$ cat src/rtl/div_defs.sv
// Shared definitions for the iterative divider controller.
//   div_state_e      : controller state encoding (DIV_IDLE, DIV_ZERO, DIV_ON, DIV_END)
//   DIV_CYCLES       : restoring steps per full-width divide
//   DIV_QUOT_ON_ZERO : quotient reported for a zero divisor; a signed -1 so that a size
//                      cast sign-extends it to all ones at any result width
package div_defs;

    typedef enum logic [1:0] {
        DIV_IDLE = 2'd0,
        DIV_ZERO = 2'd1,
        DIV_ON   = 2'd2,
        DIV_END  = 2'd3
    } div_state_e;

    localparam int unsigned DIV_CYCLES = 32;

    localparam int DIV_QUOT_ON_ZERO = -1;

endpackage

$ cat src/rtl/div_step.sv
// One radix-2 restoring divide step (combinational).
// Ports:
//   rem_i  : partial remainder before the step
//   dsr_i  : divisor magnitude
//   bit_i  : next dividend bit, MSB first
//   rem_o  : partial remainder after the step
//   q_o    : quotient bit produced by the step
module div_step #(
    parameter int unsigned WIDTH = 32
) (
    input  logic [WIDTH-1:0] rem_i,
    input  logic [WIDTH-1:0] dsr_i,
    input  logic             bit_i,
    output logic [WIDTH-1:0] rem_o,
    output logic             q_o
);

    logic [WIDTH:0] shifted;
    logic [WIDTH:0] diff;

    assign shifted = {rem_i, bit_i};
    assign diff    = shifted - {1'b0, dsr_i};
    // shifted < 2*dsr always holds, so a borrow shows up as the top bit of the difference.
    assign q_o     = ~diff[WIDTH];
    assign rem_o   = q_o ? diff[WIDTH-1:0] : shifted[WIDTH-1:0];

endmodule

$ cat src/rtl/div_ctrl.sv
// Multi-cycle controller for the iterative DIV/DIVU divider in EX.
// Ports:
//   clk, rst        : clock (rising edge), asynchronous active-high reset
//   start           : EX requests a divide; signed_div selects DIV (1) or DIVU (0)
//   opdata1/opdata2 : dividend / divisor
//   flush           : annul the in-flight divide
//   stall_o         : hold IF/ID/EX while the divide is in progress
//   done            : one-cycle pulse, quot (LO) / rem (HI) valid
//   div_zero        : last completed divide had a zero divisor
// Optional build macro DIV_EARLY_EXIT_EN: |dividend| < |divisor| finishes on the short path,
// and full divides skip the dividend's leading zero bits.
module div_ctrl
    import div_defs::*;
#(
    parameter int unsigned WIDTH = DIV_CYCLES,
    parameter int unsigned CNT_W = 6
) (
    input  logic             clk,
    input  logic             rst,
    input  logic             start,
    input  logic             signed_div,
    input  logic [WIDTH-1:0] opdata1,
    input  logic [WIDTH-1:0] opdata2,
    input  logic             flush,
    output logic             stall_o,
    output logic             done,
    output logic [WIDTH-1:0] quot,
    output logic [WIDTH-1:0] rem,
    output logic             div_zero
);

    localparam logic [CNT_W-1:0] LastStep = CNT_W'(WIDTH - 1);

    div_state_e       state_q, state_d;
    logic [CNT_W-1:0] cnt_q, cnt_d;
    logic [WIDTH-1:0] dvd_q, dvd_d;   // dividend bits shifted out MSB first, quotient shifted in
    logic [WIDTH-1:0] dsr_q, dsr_d;
    logic [WIDTH-1:0] prem_q, prem_d;
    logic             qneg_q, qneg_d;
    logic             rneg_q, rneg_d;
    logic             early_q, early_d;
    logic [WIDTH-1:0] quot_q, quot_d;
    logic [WIDTH-1:0] rem_q, rem_d;
    logic             dz_q, dz_d;

    logic             s1, s2;
    logic [WIDTH-1:0] mag1, mag2;
    logic [WIDTH-1:0] step_rem;
    logic             step_q;
    logic [WIDTH-1:0] q_raw;

    assign s1   = signed_div & opdata1[WIDTH-1];
    assign s2   = signed_div & opdata2[WIDTH-1];
    // 0x80000000 negates to itself, which is the correct unsigned magnitude.
    assign mag1 = s1 ? -opdata1 : opdata1;
    assign mag2 = s2 ? -opdata2 : opdata2;

    div_step #(
        .WIDTH (WIDTH)
    ) u_step (
        .rem_i (prem_q),
        .dsr_i (dsr_q),
        .bit_i (dvd_q[WIDTH-1]),
        .rem_o (step_rem),
        .q_o   (step_q)
    );

    assign q_raw = {dvd_q[WIDTH-2:0], step_q};

`ifdef DIV_EARLY_EXIT_EN
    logic [CNT_W-1:0] lz;

    always_comb begin
        lz = '0;
        for (int i = 0; i < int'(WIDTH); i++) begin
            if (mag1[i]) lz = CNT_W'(int'(WIDTH) - 1 - i);
        end
    end
`endif

    always_comb begin
        state_d = state_q;
        cnt_d   = cnt_q;
        dvd_d   = dvd_q;
        dsr_d   = dsr_q;
        prem_d  = prem_q;
        qneg_d  = qneg_q;
        rneg_d  = rneg_q;
        early_d = early_q;
        quot_d  = quot_q;
        rem_d   = rem_q;
        dz_d    = dz_q;
        stall_o = 1'b0;
        done    = 1'b0;

        case (state_q)
            DIV_IDLE: begin
                if (start && !flush) begin
                    stall_o = 1'b1;
                    qneg_d  = s1 ^ s2;
                    rneg_d  = s1;
                    dsr_d   = mag2;
                    cnt_d   = '0;
                    prem_d  = '0;
                    early_d = 1'b0;
                    if (opdata2 == '0) begin
                        state_d = DIV_ZERO;
                        dvd_d   = opdata1;
                    end
`ifdef DIV_EARLY_EXIT_EN
                    else if (mag1 < mag2) begin
                        // ZERO doubles as the one-cycle short path, so done lands at cycle 2.
                        state_d = DIV_ZERO;
                        dvd_d   = opdata1;
                        early_d = 1'b1;
                    end else begin
                        // Leading zero dividend bits would only produce zero quotient bits.
                        state_d = DIV_ON;
                        cnt_d   = lz;
                        dvd_d   = mag1 << lz;
                    end
`else
                    else begin
                        state_d = DIV_ON;
                        dvd_d   = mag1;
                    end
`endif
                end
            end

            DIV_ZERO: begin
                stall_o = 1'b1;
                if (flush) begin
                    state_d = DIV_IDLE;
                end else begin
                    state_d = DIV_END;
                    quot_d  = early_q ? '0 : WIDTH'(DIV_QUOT_ON_ZERO);
                    rem_d   = dvd_q;
                    dz_d    = ~early_q;
                end
            end

            DIV_ON: begin
                stall_o = 1'b1;
                if (flush) begin
                    state_d = DIV_IDLE;
                end else begin
                    dvd_d  = q_raw;
                    prem_d = step_rem;
                    cnt_d  = cnt_q + CNT_W'(1);
                    if (cnt_q == LastStep) begin
                        state_d = DIV_END;
                        quot_d  = qneg_q ? -q_raw : q_raw;
                        rem_d   = rneg_q ? -step_rem : step_rem;
                        dz_d    = 1'b0;
                    end
                end
            end

            DIV_END: begin
                done    = ~flush;
                state_d = DIV_IDLE;
            end

            default: state_d = DIV_IDLE;
        endcase
    end

    always_ff @(posedge clk or posedge rst) begin
        if (rst) begin
            state_q <= DIV_IDLE;
        end else begin
            state_q <= state_d;
        end
    end

    always_ff @(posedge clk or posedge rst) begin
        if (rst) begin
            cnt_q   <= '0;
            dvd_q   <= '0;
            dsr_q   <= '0;
            prem_q  <= '0;
            qneg_q  <= 1'b0;
            rneg_q  <= 1'b0;
            early_q <= 1'b0;
            quot_q  <= '0;
            rem_q   <= '0;
            dz_q    <= 1'b0;
        end else begin
            cnt_q   <= cnt_d;
            dvd_q   <= dvd_d;
            dsr_q   <= dsr_d;
            prem_q  <= prem_d;
            qneg_q  <= qneg_d;
            rneg_q  <= rneg_d;
            early_q <= early_d;
            quot_q  <= quot_d;
            rem_q   <= rem_d;
            dz_q    <= dz_d;
        end
    end

    assign quot     = quot_q;
    assign rem      = rem_q;
    assign div_zero = dz_q;

endmodule
$ cat config.mk
export PLATFORM = sky130hd
export DESIGN_NAME = div_ctrl
export DESIGN_NICKNAME = d
export VERILOG_FILES = /design/src/rtl/div_defs.sv /design/src/rtl/div_step.sv /design/src/rtl/div_ctrl.sv
export SDC_FILE = /design/constraint.sdc
export NUM_CORES = 1
export LEC_CHECK = 0
export CAP_MARGIN = 40
export CELL_PAD_IN_SITES_DETAIL_PLACEMENT = 1
export CELL_PAD_IN_SITES_GLOBAL_PLACEMENT = 2
export CORE_UTILIZATION = 35
export DETAILED_ROUTE_END_ITERATION = 16
export GPL_ROUTABILITY_DRIVEN = 0
export MAX_ROUTING_LAYER = met4
export PLACE_DENSITY = 0.85
export SLEW_MARGIN = 20
export SYNTH_ARGS = -nofsm -noshare
export SYNTH_HDL_FRONTEND = slang
export SYNTH_HIERARCHICAL = 1
export SYNTH_SLANG_ARGS = --single-unit
$ cat constraint.sdc
create_clock -name clk -period 8.9 [get_ports clk]
set_clock_uncertainty 0.15 [all_clocks]
set_input_delay 2.225 -clock clk [delete_from_list [all_inputs] [get_ports clk]]
set_output_delay 2.225 -clock clk [all_outputs]
set_load 0.01 [all_outputs]
==> results_dict.tcl <==
set metrics [dict create \
    status "finished, violations left" \
    violations "design-rule violations" \
    insertion_delay_ps 460 \
    fp.dieH_um 193 \
    drive_gt1_share_pct 7.16 \
    synthDominantCellAreaShare_pct 33.4 \
    rr_startpoint "dvd_q[31]" \
    synth.area.top_cells "dfrtp_1, o21ai_0, nand2_1, ha_1, a21oi_1" \
    vias 12200 \
    switching_share_pct 50.0 \
    initial_utilization_pct 35.8 \
    viasPerCell 5.80 \
    synthArstFlopShare_pct 100 \
    syn_to_final_growth_pct 18.0 \
    max_cap_viol_count 0 \
    synth_area_per_cell_um2 8.30 \
    seq_power_share_pct 24.1 \
    path_cells "clkdlybuf4s50_1 > nand3b_1 > a21oi_1 > clkdlybuf4s50_1" \
    grt_antenna_before_repair 0 \
    fin_area_um2 15100 \
    path_class "primary input to primary output" \
    path_clk_slew_ps 60 \
    period_minus_slack_ps 6410 \
    holdPathStages 2 \
    grt-ovfl-total 0 \
    start_kind "primary input" \
    post-route-util_pct 42.2 \
    cellPowerDensity_nw_per_um2 430 \
    rows 69 \
    ctsResizeCount 0 \
    postCtsHoldBufs 0 \
    synth_warnings 6 \
    ios 136 \
    antenna_cells 0 \
    cts_tree "done" \
    nNetsFinal 1734 \
    internal-power_uw 3260 \
    met2WireLength_um 21200 \
    grt_max_degree 73 \
    grtUsageTotal_pct 25.1 \
    maxSlewViolCount 0 \
    clkPwrFrac_pct 12.4 \
    finalCritPeriodShare_pct 72.0 \
    yosysTopAreaCell "dfrtp_1" \
    postCtsSetupBuffers 0 \
    combPwrFrac_pct 63.4 \
    p_leak_uw 0.00633 \
    worstMarginPinSlew_ps 875 \
    wl_met3_um 2100 \
    layout_commonest_cell "dfrtp_1" \
    cts.path.max_buffers 2 \
    fmaxAchievable_mhz 156 \
    ys_seq_area_share_pct 33.4 \
    cp.required_ps 6530 \
    holdPathEnd "dsr_q[16]" \
    crit_buf_inv 2 \
    cp_common_cell "clkdlybuf4s50_1" \
    rsz0062_at_grt "false" \
    grt_first_pass_wirelength_um 72100 \
    drt-total-wl_um 44800 \
    wl_per_cell_um 21.4 \
    synth_edf_count 0 \
    worstPathMaxFanout 18 \
    reg2reg_depth 19 \
    antenna_left 0 \
    fp.dieArea_um2 37400 \
    reg2reg_to "rem[23]" \
    crit_path_top_delay_cell "clkdlybuf4s50_1" \
    cts_made_buffers 17 \
    hold_path_class "flip-flop to flip-flop" \
    end_kind "primary output" \
    core_area_um2 35800 \
    clock-sinks 171 \
    r2r_slack_ps 2810 \
    die_w_um 193 \
    synthDistinctLibCells 90 \
    fin_tns_setup_ps 0 \
    synthesis.nets 1659 \
    dp.final_hpwl_um 33200 \
    finalHoldViolCount 0 \
    clockRootBuffer "clkbuf_16" \
    netlist_area_um2 12800 \
    final_cell_mix "dfrtp_1, nand2_1, clkdlybuf4s50_1" \
    p_switching_uw 3260 \
    m1WireLength_um 20400 \
    synth_ff_type "dfrtp_1" \
    hp-start "dsr_q[16]" \
    ir_drop_uv 188 \
    highest_layer "met4" \
    dr.pass1.iters 12 \
    drcViolationCount 15 \
    placed_area_um2 14500 \
    ys_ff_latch 171 \
    setup_violations 0 \
    h-tree-depth 4 \
    portBuffers 135 \
    arrival_ps 4030 \
    synthCells 1546 \
    critPathMaxStageDelay_ps 750 \
    relSlewSlack_pct 41.5 \
    drtIter0Drc 775 \
    cpLargestDelayFamily "buffers and inverters" \
    first_global_vias 12400 \
]
cells by family (layout without fill, tap and decap cells):
group | after synthesis | count (layout) | synth area share (%)
AND/OR/NAND/NOR | 584 | 584 | 23.1
AO/OA/AOI/OAI | 424 | 424 | 21.1
flip-flops | 171 | 171 | 33.4
buffers and inverters | 168 | 256 | 6.02
XOR/XNOR | 99 | 99 | 6.76
multiplexers | 56 | 56 | 5.28
adder cells (fa/ha/maj) | 44 | 44 | 4.35
layer usage:
layer  vias up  GRT usage [%]
li1       5771              -
met1      6009           32.7
met4         0           7.08
met3        48           3.47
met5         -              -
met2       328           40.6
worst reg2reg max path, delay by kind of cell, from the launching register on:
| family | cells | cell delay (ps) |
|---|---|---|
| mux | 3 | 880 |
| buf+inv | 3 | 570 |
| fa+ha+maj | 2 | 610 |
| compound gates | 5 | 1020 |
| flops | 1 | 410 |
| simple gates | 6 | 2330 |
area by class of cell:
type                       instances  area [um^2]
clock buffer                      19          453
fill                            4216        20700
tap                              461          577
multi-input combinational       1207         7800
inverter                          64          253
sequential                       171         4280
clock inverter                    13          166
timing repair buffer             160         1610
stage by stage:
stage | std cells | total power, uW | setup slack [ps] | hold WS [ps]
floorplan | 1546 | 4350 | 1890 | 299
global placement | 2052 | 5510 | 2530 | 314
detailed placement | 2061 | 5660 | 2490 | 322
CTS | 2093 | 6500 | 2470 | 337
global route | 2095 | 7010 | 2360 | 366
finish | 2095 | 6520 | 2490 | 328
synth_stat cells (all sizes together), types with 26 or more instances:
cell type	count
dfrtp	171
mux2	26
nand3	57
nor3	54
inv	64
xnor2	41
mux2i	30
ha	43
or4	32
or3	26
xor2	58
a21oi	108
o31ai	30
clkbuf	78
o21ai	130
nor2	103
and3	36
nand2	163
sequential cells by signal, indices dropped and copies added (netlist names):
register and flops:
cnt_q 6, div_zero 1, dsr_q 32, dvd_q 32, prem_q 32, qneg_q 1, quot 32, rem 32
rneg_q 1, state_q 2
worst max path at each step:
stage	start	end	depth (start not counted)	slack [ps]
global route	flush	stall_o	4	2360
floorplan	rst	cnt_q[0]	1	1890
global placement	flush	stall_o	4	2530
CTS	flush	stall_o	4	2470
finish	flush	stall_o	4	2490
detailed placement	flush	stall_o	4	2490
power by group through the flow:
stage          logic (uW)  registers [uW]  clock network [uW]
2_1_floorplan        2960            1390                   0
3_3_place_gp         3930            1570                   0
3_5_place_dp         4070            1580                   0
4_1_cts              4110            1570                 825
5_1_grt              4550            1610                 857
6_report             4130            1570                 810
(Power assumes the default switching activity.)
